### src/rtl/mips_dbg_pkg.sv
`default_nettype none
// ============================================================================
//  Module      : mips_dbg_pkg
//  Description : Shared encodings for the mips run-control / debug path:
//                monitor command opcodes, halt-cause codes, sequencer state
//                enum and the architectural register count.
//  Revision    : 1.0 - initial release
// ============================================================================
package mips_dbg_pkg;

   // Monitor command opcodes (3-bit field); 5..7 are illegal
   localparam logic [2:0] C_OP_HALT  = 3'd0;
   localparam logic [2:0] C_OP_RUN   = 3'd1;
   localparam logic [2:0] C_OP_STEP  = 3'd2;
   localparam logic [2:0] C_OP_RESET = 3'd3;
   localparam logic [2:0] C_OP_DUMP  = 3'd4;

   // Reason the core last entered the halted state
   localparam logic [1:0] C_CAUSE_CMD  = 2'd0;
   localparam logic [1:0] C_CAUSE_BP   = 2'd1;
   localparam logic [1:0] C_CAUSE_STEP = 2'd2;
   localparam logic [1:0] C_CAUSE_RST  = 2'd3;

   // Number of general-purpose registers streamed by a dump
   localparam int NUM_REGS = 32;

   typedef enum logic [2:0] {
      ST_CRST = 3'd0,
      ST_HALT = 3'd1,
      ST_RUN  = 3'd2,
      ST_STEP = 3'd3,
      ST_DUMP = 3'd4
   } run_state_t;

endpackage : mips_dbg_pkg
`default_nettype wire

### src/rtl/mips_run_ctrl.sv
`default_nettype none
// ============================================================================
//  Module      : mips_run_ctrl
//  Description : Run-control sequencer for the single-cycle mips core.
//                Holds the core in reset, gates its clock enable for
//                halt/run/single-step with a PC breakpoint, and walks the
//                debug register-read port to stream all GPRs to the monitor.
//  Ports       : clk, rst          - clock, synchronous active-high reset
//                cmd_*             - monitor command handshake (op, steps)
//                bp_en, bp_addr    - PC breakpoint
//                pc                - current core PC
//                cpu_en, cpu_rst   - core clock enable / core reset
//                dbg_ra, dbg_rd    - core debug register read port
//                dump_*            - register dump stream to the monitor
//                halted, halt_cause, instr_count, cmd_err - status
//  Revision    : 1.0 - initial release
// ============================================================================
module mips_run_ctrl
   import mips_dbg_pkg::*;
#(
   parameter int RST_CYCLES = 2,
   parameter int STEP_W     = 16,
   parameter int CNT_W      = 32
) (
   input  logic              clk,
   input  logic              rst,
   input  logic              cmd_valid,
   output logic              cmd_ready,
   input  logic [2:0]        cmd_op,
   input  logic [STEP_W-1:0] cmd_steps,
   input  logic              bp_en,
   input  logic [31:0]       bp_addr,
   input  logic [31:0]       pc,
   output logic              cpu_en,
   output logic              cpu_rst,
   output logic [4:0]        dbg_ra,
   input  logic [31:0]       dbg_rd,
   output logic              dump_valid,
   input  logic              dump_ready,
   output logic [31:0]       dump_data,
   output logic [4:0]        dump_idx,
   output logic              dump_last,
   output logic              halted,
   output logic [1:0]        halt_cause,
   output logic [CNT_W-1:0]  instr_count,
   output logic              cmd_err
);

   localparam int          RC_W       = (RST_CYCLES > 1) ? $clog2(RST_CYCLES) : 1;
   localparam logic [RC_W-1:0] C_RST_INIT = RC_W'(RST_CYCLES - 1);
   localparam logic [4:0]  C_LAST_REG = 5'(NUM_REGS - 1);

   run_state_t        state_q, state_d;
   logic [RC_W-1:0]   rst_cnt_q, rst_cnt_d;
   logic [STEP_W-1:0] step_cnt_q, step_cnt_d;
   logic [4:0]        dbg_ra_q, dbg_ra_d;
   logic [CNT_W-1:0]  instr_count_q, instr_count_d;
   logic [1:0]        halt_cause_q, halt_cause_d;
   logic              cmd_err_q, cmd_err_d;
   // High for the first cycle after leaving HALT into RUN/STEP so the core
   // can execute the instruction sitting on the breakpoint address.
   logic              first_q, first_d;

   logic              w_cmd_acc;
   logic              w_run_like;
   logic              w_bp_hit;
   logic              w_reset_cmd;

   always_ff @(posedge clk) begin
      if (rst) begin
         state_q       <= ST_CRST;
         rst_cnt_q     <= C_RST_INIT;
         step_cnt_q    <= '0;
         dbg_ra_q      <= '0;
         instr_count_q <= '0;
         halt_cause_q  <= C_CAUSE_RST;
         cmd_err_q     <= 1'b0;
         first_q       <= 1'b0;
      end else begin
         state_q       <= state_d;
         rst_cnt_q     <= rst_cnt_d;
         step_cnt_q    <= step_cnt_d;
         dbg_ra_q      <= dbg_ra_d;
         instr_count_q <= instr_count_d;
         halt_cause_q  <= halt_cause_d;
         cmd_err_q     <= cmd_err_d;
         first_q       <= first_d;
      end
   end

   always_comb begin
      state_d       = state_q;
      rst_cnt_d     = rst_cnt_q;
      step_cnt_d    = step_cnt_q;
      dbg_ra_d      = dbg_ra_q;
      instr_count_d = instr_count_q;
      halt_cause_d  = halt_cause_q;
      cmd_err_d     = cmd_err_q;
      first_d       = 1'b0;

      cmd_ready   = (state_q == ST_HALT) || (state_q == ST_RUN) || (state_q == ST_STEP);
      w_cmd_acc   = cmd_valid & cmd_ready;
      w_run_like  = (state_q == ST_RUN) || (state_q == ST_STEP);
      w_bp_hit    = w_run_like & bp_en & (pc == bp_addr) & ~first_q;
      w_reset_cmd = w_cmd_acc & (cmd_op == C_OP_RESET);
      // A RESET accepted while running must not let another instruction
      // retire; rst is folded in so nothing retires while the block resets.
      cpu_en      = w_run_like & ~w_bp_hit & ~w_reset_cmd & ~rst;

      if (cpu_en) begin
         instr_count_d = instr_count_q + CNT_W'(1);
      end

      case (state_q)
         ST_CRST: begin
            if (rst_cnt_q == '0) begin
               state_d      = ST_HALT;
               halt_cause_d = C_CAUSE_RST;
            end else begin
               rst_cnt_d = rst_cnt_q - RC_W'(1);
            end
         end

         ST_HALT: begin
            if (w_cmd_acc) begin
               case (cmd_op)
                  C_OP_HALT: ;
                  C_OP_RUN: begin
                     state_d = ST_RUN;
                     first_d = 1'b1;
                  end
                  C_OP_STEP: begin
                     state_d    = ST_STEP;
                     first_d    = 1'b1;
                     step_cnt_d = (cmd_steps == '0) ? STEP_W'(1) : cmd_steps;
                  end
                  C_OP_DUMP: begin
                     state_d  = ST_DUMP;
                     dbg_ra_d = '0;
                  end
                  C_OP_RESET: begin
                     state_d       = ST_CRST;
                     rst_cnt_d     = C_RST_INIT;
                     instr_count_d = '0;
                     cmd_err_d     = 1'b0;
                  end
                  default: cmd_err_d = 1'b1;
               endcase
            end
         end

         ST_RUN, ST_STEP: begin
            if (w_reset_cmd) begin
               state_d       = ST_CRST;
               rst_cnt_d     = C_RST_INIT;
               instr_count_d = '0;
               cmd_err_d     = 1'b0;
            end else begin
               if (w_cmd_acc && (cmd_op != C_OP_HALT)) begin
                  cmd_err_d = 1'b1;
               end
               if ((state_q == ST_STEP) && cpu_en) begin
                  step_cnt_d = step_cnt_q - STEP_W'(1);
               end
               // Breakpoint outranks both a HALT command and step completion
               if (w_bp_hit) begin
                  state_d      = ST_HALT;
                  halt_cause_d = C_CAUSE_BP;
               end else if (w_cmd_acc && (cmd_op == C_OP_HALT)) begin
                  state_d      = ST_HALT;
                  halt_cause_d = C_CAUSE_CMD;
               end else if ((state_q == ST_STEP) && cpu_en && (step_cnt_q == STEP_W'(1))) begin
                  state_d      = ST_HALT;
                  halt_cause_d = C_CAUSE_STEP;
               end
            end
         end

         ST_DUMP: begin
            if (dump_ready) begin
               if (dbg_ra_q == C_LAST_REG) begin
                  state_d  = ST_HALT;
                  dbg_ra_d = '0;
               end else begin
                  dbg_ra_d = dbg_ra_q + 5'd1;
               end
            end
         end

         default: state_d = ST_CRST;
      endcase
   end

   assign cpu_rst     = (state_q == ST_CRST);
   assign halted      = (state_q == ST_HALT);
   assign dbg_ra      = dbg_ra_q;
   assign dump_valid  = (state_q == ST_DUMP);
   assign dump_idx    = dbg_ra_q;
   assign dump_data   = dbg_rd;
   assign dump_last   = dump_valid & (dbg_ra_q == C_LAST_REG);
   assign halt_cause  = halt_cause_q;
   assign instr_count = instr_count_q;
   assign cmd_err     = cmd_err_q;

endmodule : mips_run_ctrl
`default_nettype wire

### config.mk
export PLATFORM = sky130hd
export DESIGN_NAME = mips_run_ctrl
export DESIGN_NICKNAME = d
export VERILOG_FILES = /design/src/rtl/mips_dbg_pkg.sv /design/src/rtl/mips_run_ctrl.sv
export SDC_FILE = /design/constraint.sdc
export NUM_CORES = 1
export LEC_CHECK = 0
export ABC_AREA = 1
export CAP_MARGIN = 20
export CORE_MARGIN = 2
export CORE_UTILIZATION = 39
export DETAILED_ROUTE_END_ITERATION = 8
export HOLD_SLACK_MARGIN = 0.08
export PLACE_DENSITY = 0.78
export SLEW_MARGIN = 20
export SYNTH_ARGS = -nofsm -noshare
export SYNTH_HDL_FRONTEND = slang
export SYNTH_SLANG_ARGS = --single-unit
export TNS_END_PERCENT = 1
### constraint.sdc
create_clock -name clk -period 1.8 [get_ports clk]
set_input_delay 0.36 -clock clk [delete_from_list [all_inputs] [get_ports clk]]
set_output_delay 0.36 -clock clk [all_outputs]
set_load 0.02 [all_outputs]
==> results of run 1 <==
## cells in the mapped netlist, types with 2 or more instances
master / n / area share [%]
nand2_2: 3 / 0.40
or2_2: 5 / 0.67
nor4_1: 12 / 1.6
buf_2: 5 / 0.54
inv_1: 95 / 7.7
nor2_4: 2 / 0.48
nor3_1: 18 / 1.9
xnor2_1: 17 / 3.2
o21ai_0: 44 / 4.7
o21ai_2: 10 / 1.9
nand3_2: 2 / 0.43
dfxtp_1: 61 / 26
inv_2: 3 / 0.24
ha_1: 5 / 1.3
nor3b_1: 2 / 0.32
clkbuf_1: 5 / 0.40
a31oi_1: 3 / 0.40
a21oi_1: 13 / 1.4
o21bai_1: 2 / 0.32
xor2_1: 23 / 4.3
nand2_1: 174 / 14
nor2_2: 4 / 0.54
buf_6: 5 / 1.2
nand4_1: 19 / 2.6
and3_1: 2 / 0.27
nor2_1: 131 / 11
buf_4: 37 / 6.0
nand3_1: 35 / 3.8
## cell usage in the layout (no fill, tap or decap), types with 4 or more instances in the layout
master	Yosys	final
o21ai_2	10	9
xor2_1	23	23
nand4_1	19	19
buf_4	37	90
o21ai_1	0	9
nor4_1	12	12
dlymetal6s2s_1	0	14
inv_1	95	92
nor2_1	131	116
nand3_2	2	5
dlygate4sd2_1	0	58
a21oi_1	13	12
nand2_1	174	172
dfxtp_1	61	60
clkbuf_16	0	9
nor3_1	18	15
inv_2	3	7
buf_2	5	4
nor2_4	2	4
xnor2_1	17	17
nand3_1	35	32
or2_2	5	5
nor2_2	4	17
clkdlybuf4s50_1	0	60
o21ai_0	44	35
ha_1	5	5
## metrics by stage
stage	TNS [ns]	hold WS [ns]	utilization, %
floorplan	-0.177	0.425	-
global placement	-27.57	0.451	56.7
detailed placement	-30.98	0.458	56.7
CTS	-4.13	0.466	59.4
global route	-6.48	0.483	60.3
finish	-0.870	0.462	60.3
## worst max-delay path, stage by stage
cell and delay (ns):
clkdlybuf4s50_1 0.48, o21ai_1 0.07, nor2_1 0.10, nand3_1 0.09
nor2_2 0.11, nand3_2 0.10, nand3_2 0.10, inv_2 0.07
buf_6 0.13
## final timing paths
kind / to / slack [ns] / depth (start not counted) / from
worst max-delay path: cpu_en / -0.18 / 9 / pc[19]
worst min-delay path: cmd_err / 0.46 / 1 / cmd_err
worst max register to register: step_cnt_q[0] / -0.06 / 13 / state_q[1]
worst min register to register: cmd_err / 0.46 / 1 / cmd_err
## power by group through the flow
stage               registers (µW)  logic [µW]  clock network, µW
floorplan                     1990        1920                  0
global placement              1840        3350                  0
global route                  1860        3760               2010
detailed placement            1840        3410                  0
finish                        1820        3420               1910
CTS                           1810        3390               1940
## layer usage
| metal | wire [µm] | GRT usage (%) |
|---|---|---|
| met1 | 6070 | 26.6 |
| met2 | 6490 | 35.3 |
| met3 | 710 | 3.80 |
| met4 | 283 | 8.13 |
| met5 | 0 | 0 |
## cell families after synthesis
logic type      synth area share [%]
compound gates                  10.3
simple gates                    38.3
buf+inv                         16.3
xor+xnor                        7.52
fa+ha+maj                       1.34
flops                           26.2
## registers in the layout, indices dropped and copies added, names as in the netlist
register / count
step_cnt_q: 16
dbg_ra: 5
rst_cnt_q: 1
halt_cause: 2
instr_count: 32
cmd_err: 1
first_q: 1
state_q: 3
## what timing repair did
action / CTS / global route
gates resized for setup: 99 / 44
pin swaps: 30 / 12
endpoints found under the setup margin: 69 / 71
cloned: 0 / 0
buffers inserted: 4 / 0
## layout make-up
cell class                      count  area (µm²)
Fill cell                        1090        4570
Multi-Input combinational cell    538        2800
Timing Repair Buffer              231        2040
Sequential cell                    61        1220
Inverter                          100         378
Clock buffer                       12         256
Tap cell                          143         179
Clock inverter                      4        70.1
==> results, run 1 <==
- The starting density of the core is 40.4%.
- The clock passes through at most 2 buffers.
- The worst path in the final design needs a cycle of between 1.5 and 2 ns, including I/O delays and setup.
- The total count of hold-check failures in the final report is 0.
- The net count of the mapped netlist is between 800 and 900.
- Setup repair after global routing could not meet its margin everywhere.
- The post-synthesis average cell area is between 6 and 7 µm².
- The worst hold-check path type is flip-flop to flip-flop.
- The total internal power is between 4000 and 5000 µW.
- After clock tree synthesis, the clock-pin slew on the worst setup and hold paths is around 0.05 ns.
- For the worst setup path, the data arrival time is around 1.6 ns.
- The synthesized design contains 0 enable-type register cells.
- The worst vdd rail ir drop is 0.000560 V.
- The post-route netlist has 18.9% of its cells at a drive strength greater than 1.
- In the synthesized netlist the async set-or-reset flop fraction comes to 0%.
- The number of cells produced by synthesis is roughly 750.
- Compared with the post-synthesis result, the final layout area differs by 49.0%.
- The overall global routing resource usage is roughly a fifth.
- For this design the total switching power over the nets is ~2700 µW.
- The number of vias per cell after detailed routing is 4.83.
- The routed wire length per instance is 12.4 µm.
- Of all nets on the critical path, the largest fanout is 2.
- The TritonCTS sink count is slightly above 60.
- Sequential cells burn ~26% of the power.
- The routability-driven placement congestion ratio is ~0.92.
- The count of different cell masters after synthesis is 43.
- The clock tree from TritonCTS is built.
- Setup violations remaining at the end of the flow were counted as 23.
- Data on the critical path is required at its endpoint by between 1 and 1.5 ns.
- The total of flip-flops plus latches after synthesis is 61.
- The first global-routing pass estimated approximately 22 mm of wire.
- The final net count is between 1,000 and 1,500.
- The first detailed-routing pass ran for 4 iterations.
- In this run the power density over the cells is about 1000 mW/mm².
- The via count of the routed design is around 5,300.
- The checks that failed: negative setup slack.
- Entering global routing, the biggest net connects 39 pins.
- The slew at the pin with the worst max-slew slack is around 0.54 ns.
- The global route total overflow is 0.
- For this run, the register share of the synthesized area comes to 26.2%.
- The tightest slew margin relative to the limit is about 64%.
- After the first detailed-routing iteration, the DRC count stood at about 270.
- The via count of the first global-routing pass came to slightly below 5,000.
- Combinational logic is responsible for approximately 48% of the overall power.
- The die outline area is 0.0128 mm².
- The total power of the final layout is slightly above 7000 µW.
- Measured along the x axis, the die boundary spans approximately 110 µm.
- The final cell count without fillers is between 1,000 and 1,500.
- Once placement finished, the instance area stood at 0.00653 mm².
- The cell total after placement is about 1,100.
- The post-route DRC violation count is 0.
- The source-to-sink clock delay at the later pin of the worst-skew pair is between 0.3 and 0.4 ns.
- The number of antenna-violating nets in the routed design is 0.
- The level count of the clock H-tree is 3.
- The number of port buffers is around 140.
- The primary flip-flop cell chosen by synthesis mapping is dfxtp_1.
- Dividing the final minimum period by the clock period gives 110%.
- In this run, the clock network consumes 26.7% of the power.
- The leakage power total is between 0.003 and 0.004 µW.
- The worst setup path is of the primary input to primary output kind.
- The smallest setup slack after layout is -0.182 ns.
- After synthesis the cells add up to 0.00466 mm².
- The clock root buffer master is clkbuf_16.
- The finished cells cover 0.00694 mm².
- Yosys printed 0 warnings.
- The HPWL after detailed placement is 10.6 mm.
- The number of pins with negative max-slew slack in the final report is 0.
- The count of inserted antenna diode cells is 0.
- between 200 and 250 I/O pins were placed.
- The total CTS buffers is 9.
- The area of the core is 0.0115 mm².
- The flow ran to the end, but the final reports show violations.
- STA classifies the critical path endpoint as a primary output.
- The worst setup timing slack at the placement stage is -0.770 ns.
- Net switching is a little under two fifths of the power.
- After detailed routing, the total wire length is around 14 mm.
- After clock tree synthesis, the flow added hold-fix buffers numbering 0.
- In this run the core area contains 39 standard-cell rows.
- The die extent in y is about 110 µm.
- STA classifies the critical path startpoint as a primary input.
- The number of antenna violations at the first check in global routing is 0.
- The maximum frequency from static timing analysis is between 0.5 and 0.6 GHz.
- The clock arrives with roughly 0.0076 ns of skew.
- The tool flagged a number of max-cap violations equal to 0.
Note: power is estimated with default switching activity, not from simulation.
==> inputs of run 2 (changes only) <==
--- a/config.mk
+++ b/config.mk
@@ -7,7 +7,6 @@
 export LEC_CHECK = 0
 export ABC_AREA = 1
 export CAP_MARGIN = 20
-export CORE_MARGIN = 2
 export CORE_UTILIZATION = 39
 export DETAILED_ROUTE_END_ITERATION = 8
 export HOLD_SLACK_MARGIN = 0.08
==> results, run 2 (synthesis results as in run 1) <==
- The logic depth of the worst register-to-register path is 11 (was 13).
- The tightest slew margin relative to the limit is 74.0% (was 64.3%).
- The smallest setup slack after layout was -0.154 ns (was -0.182 ns).
- The post-route DRC violation count is 28 (was 0).
- The cell total after placement is 1,068 (was 1,069).
- The via count of the routed design was 5,143 (was 5,261).
- The total length of routed wires is 13.1 mm (was 13.6 mm).
- The worst setup slack for register-to-register paths is -0.08 ns (was -0.06 ns).
- The top-level port count is 203 (unchanged).
- The reg-to-reg endpoint is state_q[1] (was step_cnt_q[0]).
- The sort of element at the end of the critical path is a primary output (unchanged).
- The clock-pin slew of the registers on the worst-case setup and hold paths is 0.05 ns (about the same).
- The timing endpoint of the critical path is cpu_en (unchanged).
- The via count of the first global-routing pass was 4,770 (was 4,813).
- Outcome: complete, but fails checks (unchanged).
- The maximum net fanout on the critical path is 4 (was 2).
- The number of inserted filler cells in the final layout came to 1,058 (was 1,090).
- The routability-driven placement congestion ratio was 0.950 (was 0.918).
- The reported max-cap violation count is 0 (unchanged).
- The worst hold-check path type is flip-flop to flip-flop (unchanged).
- The final-layout worst hold slack came to 0.473 ns (was 0.462 ns).
- The buffer depth of the longest clock path was 2 (unchanged).
- The routed wire length per instance was 12.1 µm (was 12.4 µm).
- The count of inserted antenna diode cells is 0 (unchanged).
- The number of pins with negative max-slew slack in the final report is 0 (unchanged).
- The share of final-layout standard cells stronger than drive strength 1 was 17.9% (was 18.9%).
- The data arrival time at the worst-slack endpoint is 1.59 ns (was 1.62 ns).
- The areal power density over the cells is 1020 mW/mm² (was 1030 mW/mm²).
- The maximum frequency from static timing analysis came to 0.512 GHz (was 0.505 GHz).
- The met3 track demand over resource in global routing is 4.98% (was 3.80%).
- The source-to-sink clock delay at the later pin of the worst-skew pair is 0.33 ns (about the same).
- The number of flip-flops under the largest register name is 32 (unchanged).
- The data required time of the worst path is 1.44 ns (about the same).
- Setup repair after global routing missed its margin: yes (unchanged).
- The category of the critical setup timing path is flip-flop to primary output (was primary input to primary output).
- The highest-utilization routing layer at the global route stage is met2 (unchanged).
- The overall global routing resource usage is 21.5% (was 20.9%).
- The global route total overflow was 0 (unchanged).
- The cell depth of the worst min-delay path is 2 (was 1).
- The final cell count without fillers is 1,086 (was 1,089).
- The worst vdd rail ir drop was 0.000673 V (was 0.000560 V).
- The area added between synthesis and finish was 49.0% (about the same).
- The area of the core came to 0.0115 mm² (unchanged).
- The iteration-0 DRC count of the detailed router came to 311 (was 274).
- The clock tree from TritonCTS was built (unchanged).
- The starting density of the core is 40.4% (unchanged).
- The placement-stage cell area is 0.00654 mm² (was 0.00653 mm²).
- The met2 track demand over resource in global routing is 35.3% (about the same).
- The slew at the pin with the worst max-slew slack is 0.387 ns (was 0.535 ns).
- The number of antenna violations at the first check in global routing is 0 (unchanged).
- The startpoint of the most critical register-to-register path is dbg_ra[0] (was state_q[1]).
- The final net count was 1,064 (was 1,066).
- Violated checks: design-rule violations, negative setup slack (was negative setup slack).
- The total CTS buffers was 9 (unchanged).
- The global-route track usage on met1 is 26.8% (was 26.6%).
- The die extent in y came to 111 µm (was 113 µm).
- The level count of the clock H-tree came to 3 (unchanged).
- The number of setup violations in the final report is 23 (unchanged).
- Most used cells in the layout excluding fill and tap cells: nand2_1 (171), nor2_1 (119), inv_1 (93), buf_4 (87) (was nand2_1 (172), nor2_1 (116), inv_1 (92), buf_4 (90)).
- The number of vias per cell after detailed routing is 4.74 (was 4.83).
- The TritonCTS sink count is 61 (unchanged).
- The final non-filler cell area is 0.00694 mm² (about the same).
- The startpoint type of the worst setup path was a flip-flop (was primary input).
- The commonest non-fill, non-tap cell in the layout is nand2_1 (unchanged).
- The largest net degree at the start of global routing is 26 (was 39).
- The chip width is 111 µm (was 113 µm).
- The clock root buffer master is clkbuf_16 (unchanged).
- The clock skew is 0.00691 ns (was 0.00765 ns).
- The register cell area after layout was 0.00122 mm² (unchanged).
- The die outline area is 0.0124 mm² (was 0.0128 mm²).
- The number of port buffers came to 138 (unchanged).
- The final worst-path cycle share is 109% (was 110%).
- The total power of the final layout is 7090 µW (was 7150 µW).
- The startpoint of the most critical setup path was state_q[1] (was pc[19]).
- The leakage power total is 0.00339 µW (was 0.00336 µW).
- The total count of hold-check failures in the final report is 0 (unchanged).
- The global-route wire length before repair came to 21.6 mm (was 22.0 mm).
- The first-pass iteration count of the detailed router was 6 (was 4).
- The total number of placement rows is 39 (unchanged).
- The combined area of the multi-input logic cells is 0.00278 mm² (was 0.00280 mm²).
- The number of antenna-violating nets in the routed design is 0 (unchanged).
- The half-perimeter wire length of the detailed placement result is 10.2 mm (was 10.6 mm).
- The shortest period the worst path allows was 1.95 ns (was 1.98 ns).
## run 2: metal layers
| metal | wire [µm] | part of all wire, % |
|---|---|---|
| met1 | 5850 | 45 |
| met2 | 6140 | 47 |
| met3 | 841 | 6.4 |
| met4 | 273 | 2.1 |
| met5 | 0 | 0 |
## run 2: where the power goes
part	internal, µW	total, µW	switching, µW
clock network	1240	1840	601
logic	1630	3440	1810
registers	1580	1810	225
## run 2: worst min path at each step
| stage | start | to | slack (ns) |
|---|---|---|---|
| finish | step_cnt_q[14] | step_cnt_q[14] | 0.47 |
| global route | step_cnt_q[14] | step_cnt_q[14] | 0.51 |
| floorplan | rst_cnt_q | rst_cnt_q | 0.42 |
| CTS | halt_cause[0] | halt_cause[0] | 0.47 |
| global placement | halt_cause[0] | halt_cause[0] | 0.46 |
| detailed placement | step_cnt_q[14] | step_cnt_q[14] | 0.46 |
## run 2: worst max-delay path: stages, from the launching register on
cell and delay (ns):
dfxtp_2 0.35, inv_2 0.06, nor2_4 0.09, nand3_2 0.06, nor2_1 0.08, nand3_1 0.11
nor2_2 0.13, nand3_2 0.10, nand3_2 0.09, inv_2 0.06, buf_6 0.12
## run 2: metrics by stage
stage / setup slack, ns / TNS (ns) / utilization (%)
global placement: -0.742 / -25.92 / 56.7
floorplan: -0.0626 / -0.177 / -
detailed placement: -0.757 / -27.49 / 56.7
global route: -0.278 / -6.89 / 60.3
CTS: -0.191 / -1.57 / 59.4
finish: -0.154 / -0.854 / 60.3
## run 2: area by class of cell
cell class | instances | share of cell area (%)
clock buffer | 11 | 3.50
clock inverter | 4 | 1.05
inverter | 100 | 5.44
multi-input combinational | 538 | 40.0
sequential | 61 | 17.6
tap | 143 | 2.58
timing repair buffer | 229 | 29.8
## run 2: repair_timing
item                                    4_1_cts  5_1_grt
hold endpoints to repair                      0        0
gates resized for setup                     103       45
endpoints found under the setup margin       64       79
setup buffers                                 3        0
hold buffers                                  0        0
pin swaps                                    30        8
